File: src/rtl/store_merge_unit.sv
// store_merge_unit: places a byte, half or word store into a word-wide data memory.
// Default build: sub-word stores use read-modify-write and mem_be_o is tied to 4'b1111.
// STORE_BYTE_ENABLE_EN: the memory honours mem_be_o, sub-words are replicated across
// lanes and the READ state is never entered.
module store_merge_unit #(
    parameter int unsigned ADDR_W = 32
) (
    input  logic              clk_i,
    input  logic              rst_i,
    input  logic              req_valid_i,
    output logic              req_ready_o,
    input  logic [ADDR_W-1:0] addr_i,
    input  logic [31:0]       wdata_i,
    input  logic [1:0]        size_i,
    output logic [ADDR_W-1:0] mem_addr_o,
    output logic              mem_rd_o,
    input  logic [31:0]       mem_rdata_i,
    input  logic              mem_rvalid_i,
    output logic              mem_wr_o,
    output logic [31:0]       mem_wdata_o,
    output logic [3:0]        mem_be_o,
    input  logic              mem_wack_i,
    output logic              done_o,
    output logic              err_o
);

    localparam logic [1:0] SZ_BYTE = 2'b00;
    localparam logic [1:0] SZ_HALF = 2'b01;
    localparam logic [1:0] SZ_WORD = 2'b10;
    localparam logic [1:0] SZ_RSVD = 2'b11;

    typedef enum logic [1:0] {
        S_IDLE  = 2'd0,
        S_READ  = 2'd1,
        S_WRITE = 2'd2,
        S_RESP  = 2'd3
    } state_t;

    state_t            state_q, state_d;
    logic [ADDR_W-1:0] mem_addr_q, mem_addr_d;
    logic              mem_rd_q, mem_rd_d;
    logic              mem_wr_q, mem_wr_d;
    logic [31:0]       mem_wdata_q, mem_wdata_d;
    logic              done_q, done_d;
    logic              err_q, err_d;
    logic              req_err;

`ifdef STORE_BYTE_ENABLE_EN
    logic [3:0]        mem_be_q, mem_be_d;
    logic              unused_rd_path;

    // Read port is never used when the memory honours byte enables
    assign unused_rd_path = ^{mem_rdata_i, mem_rvalid_i};
`else
    logic [1:0]        lane_q, lane_d;
    logic              is_byte_q, is_byte_d;
    logic [15:0]       sub_q, sub_d;
    logic [31:0]       merged;

    // Replace the selected lane of the read word with the latched sub-word
    always_comb begin
        merged = mem_rdata_i;
        if (is_byte_q) begin
            case (lane_q)
                2'd0:    merged[7:0]   = sub_q[7:0];
                2'd1:    merged[15:8]  = sub_q[7:0];
                2'd2:    merged[23:16] = sub_q[7:0];
                default: merged[31:24] = sub_q[7:0];
            endcase
        end else if (lane_q[1]) begin
            merged[31:16] = sub_q;
        end else begin
            merged[15:0] = sub_q;
        end
    end
`endif

    // Misaligned half/word or reserved size, judged on the incoming request
    always_comb begin
        req_err = 1'b0;
        case (size_i)
            SZ_HALF: req_err = addr_i[0];
            SZ_WORD: req_err = (addr_i[1:0] != 2'b00);
            SZ_RSVD: req_err = 1'b1;
            default: req_err = 1'b0;
        endcase
    end

    // Next-state and registered-output logic
    always_comb begin
        state_d     = state_q;
        mem_addr_d  = mem_addr_q;
        mem_rd_d    = mem_rd_q;
        mem_wr_d    = mem_wr_q;
        mem_wdata_d = mem_wdata_q;
        done_d      = 1'b0;
        err_d       = 1'b0;
`ifdef STORE_BYTE_ENABLE_EN
        mem_be_d    = mem_be_q;
`else
        lane_d      = lane_q;
        is_byte_d   = is_byte_q;
        sub_d       = sub_q;
`endif
        case (state_q)
            S_IDLE: begin
                if (req_valid_i) begin
                    mem_addr_d = {addr_i[ADDR_W-1:2], 2'b00};
`ifndef STORE_BYTE_ENABLE_EN
                    lane_d    = addr_i[1:0];
                    is_byte_d = (size_i == SZ_BYTE);
                    sub_d     = wdata_i[15:0];
`endif
                    if (req_err) begin
                        state_d = S_RESP;
                        done_d  = 1'b1;
                        err_d   = 1'b1;
                    end else if (size_i == SZ_WORD) begin
                        state_d     = S_WRITE;
                        mem_wr_d    = 1'b1;
                        mem_wdata_d = wdata_i;
`ifdef STORE_BYTE_ENABLE_EN
                        mem_be_d    = 4'b1111;
`endif
                    end else begin
`ifdef STORE_BYTE_ENABLE_EN
                        state_d  = S_WRITE;
                        mem_wr_d = 1'b1;
                        if (size_i == SZ_BYTE) begin
                            mem_wdata_d = {4{wdata_i[7:0]}};
                            mem_be_d    = 4'(4'b0001 << addr_i[1:0]);
                        end else begin
                            mem_wdata_d = {2{wdata_i[15:0]}};
                            mem_be_d    = addr_i[1] ? 4'b1100 : 4'b0011;
                        end
`else
                        state_d  = S_READ;
                        mem_rd_d = 1'b1;
`endif
                    end
                end
            end
`ifndef STORE_BYTE_ENABLE_EN
            S_READ: begin
                if (mem_rvalid_i) begin
                    state_d     = S_WRITE;
                    mem_rd_d    = 1'b0;
                    mem_wr_d    = 1'b1;
                    mem_wdata_d = merged;
                end
            end
`endif
            S_WRITE: begin
                if (mem_wack_i) begin
                    state_d  = S_RESP;
                    mem_wr_d = 1'b0;
                    done_d   = 1'b1;
                end
            end
            S_RESP: begin
                state_d = S_IDLE;
            end
            default: begin
                state_d  = S_IDLE;
                mem_rd_d = 1'b0;
                mem_wr_d = 1'b0;
            end
        endcase
    end

    // State and output registers, cleared immediately on reset
    always_ff @(posedge clk_i or posedge rst_i) begin
        if (rst_i) begin
            state_q     <= S_IDLE;
            mem_addr_q  <= '0;
            mem_rd_q    <= 1'b0;
            mem_wr_q    <= 1'b0;
            mem_wdata_q <= '0;
            done_q      <= 1'b0;
            err_q       <= 1'b0;
`ifdef STORE_BYTE_ENABLE_EN
            mem_be_q    <= 4'b0000;
`else
            lane_q      <= 2'b00;
            is_byte_q   <= 1'b0;
            sub_q       <= '0;
`endif
        end else begin
            state_q     <= state_d;
            mem_addr_q  <= mem_addr_d;
            mem_rd_q    <= mem_rd_d;
            mem_wr_q    <= mem_wr_d;
            mem_wdata_q <= mem_wdata_d;
            done_q      <= done_d;
            err_q       <= err_d;
`ifdef STORE_BYTE_ENABLE_EN
            mem_be_q    <= mem_be_d;
`else
            lane_q      <= lane_d;
            is_byte_q   <= is_byte_d;
            sub_q       <= sub_d;
`endif
        end
    end

    assign req_ready_o = (state_q == S_IDLE);
    assign mem_addr_o  = mem_addr_q;
    assign mem_rd_o    = mem_rd_q;
    assign mem_wr_o    = mem_wr_q;
    assign mem_wdata_o = mem_wdata_q;
    assign done_o      = done_q;
    assign err_o       = err_q;
`ifdef STORE_BYTE_ENABLE_EN
    assign mem_be_o    = mem_be_q;
`else
    assign mem_be_o    = 4'b1111;
`endif

endmodule

File: config.mk
export PLATFORM = sky130hd
export DESIGN_NAME = store_merge_unit
export DESIGN_NICKNAME = d
export VERILOG_FILES = /design/src/rtl/store_merge_unit.sv
export SDC_FILE = /design/constraint.sdc
export NUM_CORES = 1
export LEC_CHECK = 0
export BUFFER_PORTS_ARGS = -buffer_cell sky130_fd_sc_hd__buf_2
export CORE_ASPECT_RATIO = 0.9
export CORE_UTILIZATION = 38
export CTS_BUF_LIST = sky130_fd_sc_hd__clkbuf_8
export CTS_CLUSTER_SIZE = 28
export DETAILED_ROUTE_END_ITERATION = 8
export PLACE_DENSITY = 0.65
export SLEW_MARGIN = 40
export SYNTH_ARGS = -nofsm -noshare
export SYNTH_HDL_FRONTEND = slang
export SYNTH_SLANG_ARGS = --single-unit
File: constraint.sdc
create_clock -name clk_i -period 4.15 [get_ports clk_i]
set_input_delay 0.415 -clock clk_i [delete_from_list [all_inputs] [get_ports clk_i]]
set_output_delay 0.415 -clock clk_i [all_outputs]
set_load 0.01 [all_outputs]
# Word level (Yosys, flattened, before mapping)
# Cells that the tools add are included.
# totals
n_memories	0
rom_bits	0
out_inout_bits	73
ram_bits	0
input_bits	103
register_bits	87
latchBits	0
wordCells	71
# classes
magnitude_cmp	0
bitwise_logic	0
n_mux	35
n_reduce_logical	12
n_eq_ne	14
shifts	0
n_div	0
n_mul	0
addsub	0
# ops
operator	count
32-bit 2-to-1 mux	5
32-bit case mux with 2 select lines	1
16-bit 2-to-1 mux	2
8-bit 2-to-1 mux	4
1-bit 2-to-1 mux	13
2-bit == test (second input constant)	5
2-bit 2-to-1 mux	5
2-bit != test (second input constant)	5
5-bit AND reduction	2
2-bit case mux with 4 select lines	1
2-bit by 1-bit == test with 1-bit output (second input constant)	3
2-bit zero test	3
1-bit case mux with 3 select lines	2
6-bit AND reduction	1
1-bit case mux with 2 select lines	2
2-bit nonzero test	2
3-bit AND reduction	1
3-bit nonzero test	1
3-bit OR reduction	1
2-bit by 1-bit != test with 1-bit output (second input constant)	1
2-bit AND reduction	1

# Longest topological paths before layout
# depth
ltp_word	6
depth_mapped	7
ltp_nobuf	6

# Least setup slack after synthesis
# OpenSTA, ideal clock, no wires.
# synth_timing
path_type	register to register
startpoint	reg state_q[0]
endpoint	reg mem_wdata_q[20], in the netlist mem_wdata_o[20]
t_arrival_ns	1.618
synth_period_minus_slack_ns	1.736
setup_ns	0.118
required_time_ns	4.032
path_buffers	1
path_stages_with_launch	8
setup_slack_ns	2.414
path_cell_list	dfrtp_1 > inv_1 > ha_1 > or2_2 > o2111ai_4 > buf_2 > a311oi_2 > a21o_1
# synth_via
elab_chain_len	3
word_cells_on_any_way	9
classes_between	eq/ne: 5; mux: 1; reduce/logical: 3
# synth_rtl
item	line_no	text
start, declared	39	state_t state_q, state_d;
start signal, assigned	189	state_q <= state_d;
2-bit zero test *	--	
net req_ready_o	11	output logic req_ready_o,
2-bit by 1-bit != test with 1-bit output (no source line) (tied with other cells)	--	
5-bit AND reduction (no source line)	--	
end signal, assigned	193	mem_wdata_q <= mem_wdata_d;
end, declared	43	logic [31:0] mem_wdata_q, mem_wdata_d;
# Mark *: on every way through the listed nets, which the timed path passes. The rest lies on a longest branch.
# A chain may end at the register's enable or synchronous reset.

# Worst setup path after layout
# layout_timing
startpoint	reg state_q[0]
endpoint	reg mem_wdata_q[1], in the netlist mem_wdata_o[1]
# layout_via
elab_chain_len	3
word_cells_on_any_way	9
classes_between	eq/ne: 5; mux: 1; reduce/logical: 3
# layout_rtl
item	line_no	text
2-bit by 1-bit == test with 1-bit output / 2-bit zero test (equally long branches)	105	case (state_q)
2-bit != test (no source line) (tied with other cells)	--	
5-bit AND reduction (no source line)	--	
# Parallel ways exist; a longest one is shown, timed or not.

==> reports/qor.csv <==
stage;metric;value;unit
detailed_routing;drt_wl_total;11700;µm
synth;synthCells;406;
critical_path;cp_num_buf_inv;2;
clock_network;cts_max_level;3;
finish;final_common_cell;buf_2;
power;p_leak;2.82;nW
die;initial_core_util;39.8;%
clock_network;cts_tree;built;
critical_path;worstPathCellList;inv_1 > ha_1 > or2_2 > o2111ai_4 > buf_4 > a311oi_1 > a21o_1;
power;powerDensity;792;mW/mm²
die;chipHeight;104;µm
finish;fin_cells;717;
timing;max_freq;453;MHz
die;core-area;0.0111;mm²
detailed_routing;viasPerCell;5.18;
synth;yosysSeqAreaShare;49.3;%
timing;setup_ws;1.94;ns
run_status;status;completed;
clock_network;clk_path_buf_depth;2;
detailed_routing;drt_first_pass_iters;4;
detailed_routing;drt.antenna.violating_nets;0;
clock_network;clock_latency;0.37;ns
global_routing;overflow;0;
die;die_w;116;µm
placed_design;placement.cell_area;0.00535;mm²
die;core.rowCount;36;
detailed_routing;wl_per_cell;16.3;µm
die;io_pins;176;
global_routing;grt_pass1_wl;18500;µm
finish;postLayoutCellArea;0.00557;mm²
placed_design;placedCellCount;701;
clock_network;cts_resized;0;
placed_design;gp_congestion;0.915;
timing;rsz0062_at_grt;false;
critical_path;path_max_fanout;64;
timing;min_period_over_period;53.1;%
critical_path;slowest_stage;buf_4;
synth;synthesis.area;0.00442;mm²
critical_path;critPathLaunch;state_q[0];
finish;area_delta_synth_final;26.0;%
synth;syn_avg_cell_area;10.9;µm²
timing;setup_tns;0;ns
timing;worstMarginPinSlew;0.635;ns
detailed_routing;vias;3711;
global_routing;grt_max_degree;65;
critical_path;cp_data_required_time;4.41;ns
job;cap_viol_max_count;0;
clock_network;root_buffer;clkbuf_8;
timing;slew_viol_final;0;
finish;fin_nets;668;
finish;layout_common_cells;buf_2, dfrtp_1, mux2_2;
global_routing;grt_pass1_vias;3723;
die;fp.dieArea;0.0121;mm²
critical_path;r2r-start;state_q[0];
timing;setup-violations-final;0;
timing;hold_violations;0;
placed_design;dp_hpwl;8630;µm
detailed_routing;drtIter0Drc;251;
critical_path;crit_type;reg2reg;
synth;synth.distinct_cells;29;
clock_network;postCtsSetupBuffers;0;
clock_network;clk_pin_slew;0.09;ns
clock_network;cts_hold_buf;0;
finish;n_antenna_cell;0;
timing;layout_min_cycle_time;2.21;ns
clock_network;cts_sinks;87;
detailed_routing;drc;0;
synth;synth_seq_cells;87;
critical_path;worstSetupEndpointType;flip-flop;
critical_path;crit_arrival;2.47;ns
critical_path;worst_path_largest_cell_delay;0.55;ns
placed_design;pre_cts_slack;1.94;ns
power;power;0.00441;W
global_routing;antenna_found_initial;0;
finish;drive_gt1_share;46.7;%
critical_path;path_delay_family;buffers and inverters;
timing;maxSlewHeadroom;57.7;%
power;ir_worst_vdd;0.385;mV
global_routing;grt_usage;20.1;%
timing;clock-skew-final;0.0124;ns
placed_design;numPortBuffers;169;
clock_network;cts_buffers;9;
finish;nFillCells;1093;
worst_hold_path;holdCritPathClass;in2async;
critical_path;cp-start-kind;flip-flop;
synth;yosys_warnings;0;
==> cells in the mapped netlist <==
| library cell | n | share of area (%) |
|---|---|---|
| ha_1 | 5 | 1.4 |
| mux2_2 | 64 | 16 |
| dfrtp_1 | 87 | 49 |
| or2_2 | 1 | 0.14 |
| buf_1 | 5 | 0.43 |
| buf_4 | 7 | 1.2 |
| nand2b_1 | 4 | 0.57 |
| mux2i_1 | 19 | 4.3 |
| a311oi_1 | 14 | 2.8 |
| o2111ai_1 | 1 | 0.20 |
| o21ai_0 | 19 | 2.2 |
| and3_1 | 1 | 0.14 |
| o211ai_1 | 1 | 0.17 |
| a21oi_1 | 18 | 2.0 |
| a311oi_2 | 2 | 0.68 |
| conb_1 | 2 | 0.17 |
| inv_1 | 6 | 0.51 |
| o31ai_1 | 18 | 3.1 |
| clkbuf_1 | 15 | 1.3 |
| nor4b_4 | 1 | 0.54 |
| a211oi_1 | 1 | 0.17 |
| o2111ai_4 | 1 | 0.60 |
| nand2_1 | 52 | 4.4 |
| a21o_1 | 19 | 3.2 |
| a21bo_2 | 1 | 0.23 |
| buf_2 | 7 | 0.79 |
| a21boi_2 | 1 | 0.26 |
| nor2_1 | 33 | 2.8 |
| nand3_1 | 1 | 0.11 |
==> final timing paths <==
path,cells past startpoint,to,slack (ns)
max,7,mem_wdata_o[1],1.94
min,2,mem_wdata_o[5],0.06
max reg2reg,7,mem_wdata_o[1],1.94
min reg2reg,2,mem_wdata_o[29],0.48
max in group asynchronous,3,lane_q[1],3.20
min in group clk_i,2,done_o,0.27
==> worst register-to-register path, stage by stage (launching register included) <==
cell and delay (ns):
dfrtp_1 0.39, inv_1 0.11, ha_1 0.29, or2_2 0.36
o2111ai_4 0.07, buf_4 0.55, a311oi_1 0.15, a21o_1 0.19
==> kinds of logic after synthesis <==
group	Yosys count	share of synthesized area, %
other	2	0.170
adder cells (fa/ha/maj)	5	1.42
AO/OA/AOI/OAI	96	15.6
buffers and inverters	40	4.19
multiplexers	83	20.6
AND/OR/NAND/NOR	93	8.73
flip-flops	87	49.3
==> metal layers <==
metal / wire [µm] / GRT usage [%] / vias to the layer above
li1: - / - / 1738
met1: 4970 / 24.5 / 1780
met2: 5470 / 32.7 / 176
met3: 1060 / 7.28 / 17
met4: 210 / 6.59 / 0
met5: 0 / 0 / -
==> layout make-up <==
cell class / instances / area (µm²) / share of cell area, %
flip-flops and latches: 87 / 2180 / 39.2
multi-input cells: 283 / 2070 / 37.3
repair buffers: 173 / 876 / 15.7
well taps: 152 / 190 / 3.42
clock buffers: 9 / 124 / 2.23
clock inverters: 7 / 95.1 / 1.71
inverters: 6 / 27.5 / 0.495
==> where the power goes <==
part           switching [W]  internal, W  leakage [nW]
Clock               0.000321     0.000341         0.115
Combinational        0.00109     0.000990          1.66
Sequential          0.000385      0.00128          1.04
Total                0.00179      0.00261          2.82
==> flip-flops by register name, indices dropped and copies added (netlist names) <==
signal,count
is_byte_q,1
sub_q,16
mem_addr_o,30
mem_rd_o,1
mem_wr_o,1
mem_wdata_o,32
state_q,2
done_o,1
lane_q,2
err_o,1
==> through the flow <==
step / utilization (%) / hold WS [ns]
final: 50.2 / 0.0573
after global routing: 50.2 / 0.0800
after CTS: 50.2 / 0.0520
after detailed placement: 48.2 / 0.461
after global placement: 48.2 / 0.457
after floorplan: - / 0.501
(Power assumes the default switching activity.)
